### src/rtl/tfe_link_driver.sv
// -----------------------------------------------------------------------------
// tfe_link_driver
//
// Host-side initiator for the TensorFlowE core pin protocol. Job bytes arrive
// on a valid/ready slave port and are buffered in a small FIFO (byte + last
// flag). For each job the block pulses clear once, streams the job bytes with
// Ena_write, holds enable_accu for ACCU_CYCLES cycles, then raises Ena_read
// until the core answers with Ena_out. The captured result byte is offered on
// a valid/ready master port and held until it is consumed.
//
// Optional build macro: TFE_TIMEOUT_EN
//   defined   - READ is guarded by a TIMEOUT_CYCLES watchdog; on expiry a
//               0x00 result is returned with err_timeout=1.
//   undefined - READ waits indefinitely; err_timeout stays 0.
//
// Ports:
//   clk, rst_n             clock (rising edge), async active-low reset
//   s_valid/s_data/s_last  job byte stream in; s_ready = FIFO not full
//   tfe_datos              core Datos_in
//   tfe_ena_write          core Ena_write
//   tfe_clear              core clear
//   tfe_enable_accu        core enable_accu
//   tfe_ena_read           core Ena_read
//   tfe_result/tfe_ena_out core Datos_out / Ena_out
//   m_valid/m_data/m_ready result byte out
//   busy                   sequencer not idle
//   err_timeout            current result produced by the watchdog
// -----------------------------------------------------------------------------
module tfe_link_driver #(
    parameter int FIFO_DEPTH     = 8,
    parameter int ACCU_CYCLES    = 1,
    parameter int TIMEOUT_CYCLES = 255
) (
    input  logic       clk,
    input  logic       rst_n,
    input  logic       s_valid,
    input  logic [7:0] s_data,
    input  logic       s_last,
    output logic       s_ready,
    output logic [7:0] tfe_datos,
    output logic       tfe_ena_write,
    output logic       tfe_clear,
    output logic       tfe_enable_accu,
    output logic       tfe_ena_read,
    input  logic [7:0] tfe_result,
    input  logic       tfe_ena_out,
    output logic       m_valid,
    output logic [7:0] m_data,
    input  logic       m_ready,
    output logic       busy,
    output logic       err_timeout
);

    localparam int AW  = (FIFO_DEPTH > 2) ? $clog2(FIFO_DEPTH) : 1;
    localparam int ACW = (ACCU_CYCLES > 1) ? $clog2(ACCU_CYCLES) : 1;

    // Parameter sanity checks at elaboration.
    if (FIFO_DEPTH < 2 || (FIFO_DEPTH & (FIFO_DEPTH - 1)) != 0) begin : g_bad_depth
        $error("FIFO_DEPTH must be a power of 2 and at least 2");
    end
    if (ACCU_CYCLES < 1) begin : g_bad_accu
        $error("ACCU_CYCLES must be at least 1");
    end
    if (TIMEOUT_CYCLES < 1) begin : g_bad_timeout
        $error("TIMEOUT_CYCLES must be at least 1");
    end

    typedef enum logic [2:0] {
        ST_IDLE  = 3'd0,
        ST_CLEAR = 3'd1,
        ST_WRITE = 3'd2,
        ST_ACCU  = 3'd3,
        ST_READ  = 3'd4,
        ST_HOLD  = 3'd5
    } state_t;

    // ---------------------------------------------------------------- FIFO
    logic [8:0]  mem_r [FIFO_DEPTH];
    logic [AW:0] wr_ptr_r;
    logic [AW:0] rd_ptr_r;
    logic        full_s;
    logic        empty_s;
    logic        push_s;
    logic        pop_s;
    logic [8:0]  rd_data_s;

    // Extra pointer MSB distinguishes full from empty when the indices match.
    assign full_s    = (wr_ptr_r[AW] != rd_ptr_r[AW]) &&
                       (wr_ptr_r[AW-1:0] == rd_ptr_r[AW-1:0]);
    assign empty_s   = (wr_ptr_r == rd_ptr_r);
    assign s_ready   = !full_s;
    // Full refuses a push even when a pop frees a slot in the same cycle.
    assign push_s    = s_valid && !full_s;
    assign rd_data_s = mem_r[rd_ptr_r[AW-1:0]];

    // FIFO storage and pointers.
    always_ff @(posedge clk or negedge rst_n) begin
        if (!rst_n) begin
            wr_ptr_r <= '0;
            rd_ptr_r <= '0;
            for (int i = 0; i < FIFO_DEPTH; i++) begin
                mem_r[i] <= 9'h000;
            end
        end else begin
            if (push_s) begin
                mem_r[wr_ptr_r[AW-1:0]] <= {s_last, s_data};
                wr_ptr_r <= wr_ptr_r + {{AW{1'b0}}, 1'b1};
            end
            if (pop_s) begin
                rd_ptr_r <= rd_ptr_r + {{AW{1'b0}}, 1'b1};
            end
        end
    end

    // ----------------------------------------------------------- sequencer
    state_t     state_r, state_n;
    logic [7:0] datos_r, datos_n;
    logic       ena_write_r, ena_write_n;
    logic       clear_r, clear_n;
    logic       accu_r, accu_n;
    logic       ena_read_r, ena_read_n;
    logic       m_valid_r, m_valid_n;
    logic [7:0] m_data_r, m_data_n;
    logic       busy_r, busy_n;
    logic       err_r, err_n;
    // Set while the byte currently on the pins carries the job's last flag.
    logic       wr_last_r, wr_last_n;
    logic [ACW-1:0] accu_cnt_r, accu_cnt_n;
`ifdef TFE_TIMEOUT_EN
    localparam int TW = $clog2(TIMEOUT_CYCLES + 1);
    logic [TW-1:0] tmo_cnt_r, tmo_cnt_n;
`endif

    // Sequencer state and registered pin/port outputs.
    always_ff @(posedge clk or negedge rst_n) begin
        if (!rst_n) begin
            state_r     <= ST_IDLE;
            datos_r     <= 8'h00;
            ena_write_r <= 1'b0;
            clear_r     <= 1'b0;
            accu_r      <= 1'b0;
            ena_read_r  <= 1'b0;
            m_valid_r   <= 1'b0;
            m_data_r    <= 8'h00;
            busy_r      <= 1'b0;
            err_r       <= 1'b0;
            wr_last_r   <= 1'b0;
            accu_cnt_r  <= '0;
`ifdef TFE_TIMEOUT_EN
            tmo_cnt_r   <= '0;
`endif
        end else begin
            state_r     <= state_n;
            datos_r     <= datos_n;
            ena_write_r <= ena_write_n;
            clear_r     <= clear_n;
            accu_r      <= accu_n;
            ena_read_r  <= ena_read_n;
            m_valid_r   <= m_valid_n;
            m_data_r    <= m_data_n;
            busy_r      <= busy_n;
            err_r       <= err_n;
            wr_last_r   <= wr_last_n;
            accu_cnt_r  <= accu_cnt_n;
`ifdef TFE_TIMEOUT_EN
            tmo_cnt_r   <= tmo_cnt_n;
`endif
        end
    end

    // Next-state and next-output decode. Outputs are computed one cycle
    // ahead, so the byte shown in a write cycle was popped the cycle before.
    always_comb begin
        state_n     = state_r;
        datos_n     = datos_r;
        ena_write_n = 1'b0;
        clear_n     = 1'b0;
        accu_n      = 1'b0;
        ena_read_n  = 1'b0;
        m_valid_n   = m_valid_r;
        m_data_n    = m_data_r;
        err_n       = err_r;
        wr_last_n   = 1'b0;
        accu_cnt_n  = accu_cnt_r;
        pop_s       = 1'b0;
`ifdef TFE_TIMEOUT_EN
        tmo_cnt_n   = tmo_cnt_r;
`endif
        case (state_r)
            ST_IDLE: begin
                if (!empty_s) begin
                    state_n = ST_CLEAR;
                    clear_n = 1'b1;
                end else begin
                    state_n = ST_IDLE;
                end
            end
            ST_CLEAR, ST_WRITE: begin
                if (state_r == ST_WRITE && wr_last_r) begin
                    state_n    = ST_ACCU;
                    accu_n     = 1'b1;
                    accu_cnt_n = '0;
                end else begin
                    state_n = ST_WRITE;
                    // Empty FIFO gives a bubble: ena_write low, datos held.
                    if (!empty_s) begin
                        pop_s       = 1'b1;
                        ena_write_n = 1'b1;
                        datos_n     = rd_data_s[7:0];
                        wr_last_n   = rd_data_s[8];
                    end else begin
                        ena_write_n = 1'b0;
                    end
                end
            end
            ST_ACCU: begin
                if (accu_cnt_r == ACW'(ACCU_CYCLES - 1)) begin
                    state_n    = ST_READ;
                    ena_read_n = 1'b1;
`ifdef TFE_TIMEOUT_EN
                    tmo_cnt_n  = '0;
`endif
                end else begin
                    accu_n     = 1'b1;
                    accu_cnt_n = accu_cnt_r + ACW'(1);
                end
            end
            ST_READ: begin
                if (tfe_ena_out) begin
                    state_n   = ST_HOLD;
                    m_valid_n = 1'b1;
                    m_data_n  = tfe_result;
                end else begin
`ifdef TFE_TIMEOUT_EN
                    if (tmo_cnt_r == TW'(TIMEOUT_CYCLES - 1)) begin
                        state_n   = ST_HOLD;
                        m_valid_n = 1'b1;
                        m_data_n  = 8'h00;
                        err_n     = 1'b1;
                    end else begin
                        tmo_cnt_n  = tmo_cnt_r + TW'(1);
                        ena_read_n = 1'b1;
                    end
`else
                    ena_read_n = 1'b1;
`endif
                end
            end
            ST_HOLD: begin
                if (m_ready) begin
                    state_n   = ST_IDLE;
                    m_valid_n = 1'b0;
                    err_n     = 1'b0;
                end else begin
                    state_n = ST_HOLD;
                end
            end
            default: begin
                state_n   = ST_IDLE;
                m_valid_n = 1'b0;
                err_n     = 1'b0;
            end
        endcase
        busy_n = (state_n != ST_IDLE);
    end

    assign tfe_datos       = datos_r;
    assign tfe_ena_write   = ena_write_r;
    assign tfe_clear       = clear_r;
    assign tfe_enable_accu = accu_r;
    assign tfe_ena_read    = ena_read_r;
    assign m_valid         = m_valid_r;
    assign m_data          = m_data_r;
    assign busy            = busy_r;
    assign err_timeout     = err_r;

endmodule
### config.mk
export PLATFORM = sky130hd
export DESIGN_NAME = tfe_link_driver
export DESIGN_NICKNAME = d
export VERILOG_FILES = /design/src/rtl/tfe_link_driver.sv
export SDC_FILE = /design/constraint.sdc
export NUM_CORES = 1
export LEC_CHECK = 0
export CAP_MARGIN = 40
export CORE_MARGIN = 2
export CORE_UTILIZATION = 35
export DETAILED_ROUTE_END_ITERATION = 6
export GPL_TIMING_DRIVEN = 1
export PLACE_DENSITY = 0.65
export SLEW_MARGIN = 15
export SYNTH_ARGS = -nofsm -noshare
export SYNTH_HDL_FRONTEND = slang
export SYNTH_SLANG_ARGS = --single-unit
### constraint.sdc
create_clock -name clk -period 5.6 [get_ports clk]
set_clock_uncertainty 0.2 [all_clocks]
set_input_delay 1.12 -clock clk [delete_from_list [all_inputs] [get_ports clk]]
set_output_delay 1.12 -clock clk [all_outputs]
set_load 0.02 [all_outputs]
* Word-level counts from Yosys, hierarchy flattened
Index checks and enable logic that the tools add are counted.
Word-level totals: flip-flop bits (word level) 108, latch bits 0, RAM bits 0, bits in read-only memories 0, output and inout bits 24, word-level logic and storage cells 93, memories 0
Operators by class: add/subtract/negate cells 3, multiply operators 0, div/mod/pow operators 0, order comparisons 3, eq/ne operators 11, shifts and indexed selects 0, multiplexer cells 32, bitwise gates (word level) 6, reduce and logical (&&, ||, !) cells 16
Operator list (count):
- bitwise mux 72 bit | 1
- binary-select mux 9 bit (select 3 bit) | 1
- demux 9 bit (select 3 bit) | 1
- two-way mux 9 bit | 3
- two-way mux 1 bit | 17
- case mux 3 bit (5 select lines) | 1
- two-way mux 3 bit | 3
- adder 4 x 1 -> 4 bit, second input constant | 2
- greater-or-equal comparator 4 bit, second input constant | 2
- NOT 3 -> 4 bit | 2
- case mux 1 bit (2 select lines) | 4
- == test 3 x 2 -> 1 bit, second input constant | 2
- == test 3 bit, second input constant | 2
- inequality test 2 bit, second input constant | 3
- AND reduction 2 bit | 3
- AND reduction 3 bit | 2
- OR reduction 5 bit | 1
- == test 4 bit | 1
- logical AND 1 bit | 4
- < comparator 4 x 1 -> 1 bit, second input constant | 1
- NOT 1 bit | 4
- OR reduction 4 bit | 1
- == test 3 x 1 -> 1 bit, second input constant | 1
- == test 3 bit | 1
- other kinds (8) | 8

* Depth between registers and ports, before layout
depth after elaboration 7, depth in mapped cells 7, depth with buffers taken out 4

* Worst setup path before layout
OpenSTA, ideal clock, no wires.
path kind input port to flip-flop, from input s_valid, to register mem_r[45] in the netlist's numbering, library setup time 0.125 ns, data arrival time 2.132 ns, data required time 5.275 ns, setup slack 3.143 ns, stages on the path 5, buffers on the path 1, cell sequence nor2b_1 > nor2b_1 > and3_1 > buf_4 > mux2_2
Between the ends: longest elaborated chain between the ends 1
RTL lines:
- start: declaration | RTL line 36 | input logic s_valid,
- logical AND 1 bit | RTL line 93 | assign push_s = s_valid && !full_s;
- end signal: indexed assignment | RTL line 106 | mem_r[wr_ptr_r[AW-1:0]] <= {s_last, s_data};
- end: declaration | RTL line 78 | logic [8:0] mem_r [FIFO_DEPTH];
Every way passes these cells. A chain may end at the register's enable or synchronous reset.

* Worst setup path in the final report
from register rd_ptr_r[1], to output s_ready
Between the ends: longest elaborated chain between the ends 3
RTL lines:
- start: declaration | RTL line 80 | logic [AW:0] rd_ptr_r;
- start signal: assignment | RTL line 110 | rd_ptr_r <= rd_ptr_r + {{AW{1'b0}}, 1'b1};
- == test 3 bit | RTL line 89 | (wr_ptr_r[AW-1:0] == rd_ptr_r[AW-1:0]);
- logical AND 1 bit | RTL line 88 | assign full_s = (wr_ptr_r[AW] != rd_ptr_r[AW]) &&
- zero test 1 bit | RTL line 91 | assign s_ready = !full_s;
- end: declaration | RTL line 39 | output logic s_ready,
Every way passes these cells.

==> out/results.ini <==
[pwr]
power_mw=3.45
powerDensity_nw_per_um2=612
vdd_drop_max_mv=0.287
p_leak_nw=2.38

[worst_setup_path]
cp-end-kind=output port
crit_fanout=14
slowest_stage=dfrtp_1
crit_path_start_kind=register
crit_chain=xnor2_1, nand4b_1, clkdlybuf4s50_1
arrival_ns=2.42
cp_num_buf_inv=1
slowest_delay_ns=0.75
crit_type=register to output port
required_ns=4.28
crit_family=flip-flops

[drt]
avgViaCountPerCell=4.97
drc_errors=0
post_drt_wl_per_cell_um=17.3
drtPass1Iterations=4
drt_iter0_markers=105
ant_nets=0
vias=2607
routed_wl_um=9100

[grt]
grt_pass1_vias=2824
grt_pass1_wl_um=15300
grt_max_degree=56
antenna_found_initial=0
grt_overflow=0
track_usage=0.138

[place]
globalplace.congestion=0.767
place_hpwl_um=5980
io_buffers=44

[layout]
num_antenna_cells=0
drive_gt1_frac=0.384
layout_commonest_cell=dfrtp_1
syn2layout_area_growth_pct=18.9
final_nets=368
most-common-layout-cells=106 x dfrtp_1, 98 x mux2_2, 43 x clkdlybuf4s50_1, 11 x mux4_1

[logic_synthesis]
yosys.area.top_type_share=0.559
yosys_warnings=0
synth_area_um2=4740
syn_inst=298
synth_area_leader_cell=dfrtp_1
synth_fp_nets=322
avgSynthCellArea_um2=15.9
synth_edf_count=0
synthArstFlopShare=1.00
synth_cell_types=38
synthTopCellsByArea=dfrtp_1 56%, mux2_2 23%, mux4_1 6.1%
synth_ff_type=dfrtp_1
yosysSeqAreaShare=0.559
ys_ff_latch=106

[cts]
cts_setup_buffers=0
cts_sinks=106
htreeDepth=3
clk_latency_ns=0.34
clk_path_buf_depth=2
cts-buffers-inserted=9
ctsRootBufferMaster=clkbuf_16
cts_resized=0
cts_tree=yes
clk_pin_slew_ns=0.07
cts_hold_buf=0

[sta]
slew_violations=0
period_share=0.669
fmax_mhz=267
finalSetupViolCount=0
slew_headroom=0.459
fin_crit_ns=3.74
finalSetupTns_ns=0
finalHoldViolCount=0
rsz0062_at_grt=no
tightestPinTransition_ns=0.809

[floorplan]
chipWidth_um=120
start_util=0.358
coreArea_um2=13200
fp-row-count=42
die_area_um2=14500
num_io_pins=46
fp.dieH_um=120

[run_status]
status=finished, final reports clean

[worst_hold_path]
hp-class=register to register

[flow_run]
drv_cap=0

## stage by stage
stage / std cells / util / hold slack, ns / area, µm² / setup slack [ns]
floorplan: 298 / - / 0.262 / 4740 / 3.14
global placement: 506 / 0.401 / 0.279 / 5310 / 2.04
detailed placement: 509 / 0.405 / 0.281 / 5360 / 2.17
CTS: 525 / 0.426 / 0.291 / 5640 / 1.85
global route: 525 / 0.426 / 0.303 / 5640 / 1.66
finish: 525 / 0.426 / 0.289 / 5640 / 1.86
## state kept, by name, summed over array words and instances, names as in the netlist
name,count
tfe_clear,1
tfe_datos,8
rd_ptr_r,4
m_data,8
wr_last_r,1
m_valid,1
mem_r,72
tfe_enable_accu,1
tfe_ena_write,1
busy,1
state_r,3
tfe_ena_read,1
wr_ptr_r,4
## logic make-up after synthesis
logic type,after synthesis,synth area share
AOI/OAI and AO/OA,5,0.00739
xor gates and xnor gates,11,0.0219
adders and majority gates,2,0.00528
buffers and inverters,19,0.0266
DFF,106,0.559
muxes,118,0.331
other,1,0.000791
and+or+nand+nor,36,0.0475
## cell type report
| type | count | area, µm² |
|---|---|---|
| clock buffers | 12 | 256 |
| repair buffers | 49 | 503 |
| well taps | 176 | 220 |
| fillers | 1218 | 7600 |
| clock inverters | 4 | 26.3 |
| flip-flops and latches | 106 | 2650 |
| inverters | 5 | 18.8 |
| multi-input cells | 173 | 1960 |
## worst paths after layout
path | depth (start not counted) | from | end | slack, ns
worst max-delay path | 3 | rd_ptr_r[1] | s_ready | 1.86
worst min-delay path | 1 | wr_ptr_r[3] | wr_ptr_r[3] | 0.29
worst min register to register | 1 | wr_ptr_r[3] | wr_ptr_r[3] | 0.29
min in group asynchronous | 1 | rst_n | rd_ptr_r[1] | 0.48
worst max register to register | 5 | rd_ptr_r[1] | mem_r[6] | 2.84
max in group asynchronous | 2 | rst_n | m_valid | 4.02
## report_power, final
part | internal [mW] | leakage [nW] | switching, mW
clock network | 0.325 | 0.139 | 0.271
logic | 0.875 | 0.965 | 0.584
registers | 1.15 | 1.28 | 0.244
## synth_stat cells (5+ instances only)
library cell	instances
buf_6	5
nand2_1	6
xnor2_1	9
nor2_1	5
inv_1	5
mux4_2	7
mux2_2	98
mux4_1	11
dfrtp_1	106
buf_2	5
## layer usage
| metal | wire length, µm | up-vias | part of all wire | GRT usage |
|---|---|---|---|---|
| li1 | - | 1180 | - | - |
| met1 | 4270 | 1360 | 0.47 | 0.185 |
| met2 | 4310 | 55 | 0.47 | 0.214 |
| met3 | 374 | 12 | 0.041 | 0.0429 |
| met4 | 145 | 0 | 0.016 | 0.0451 |
| met5 | 0 | - | 0 | 0 |
(Power assumes the default switching activity.)
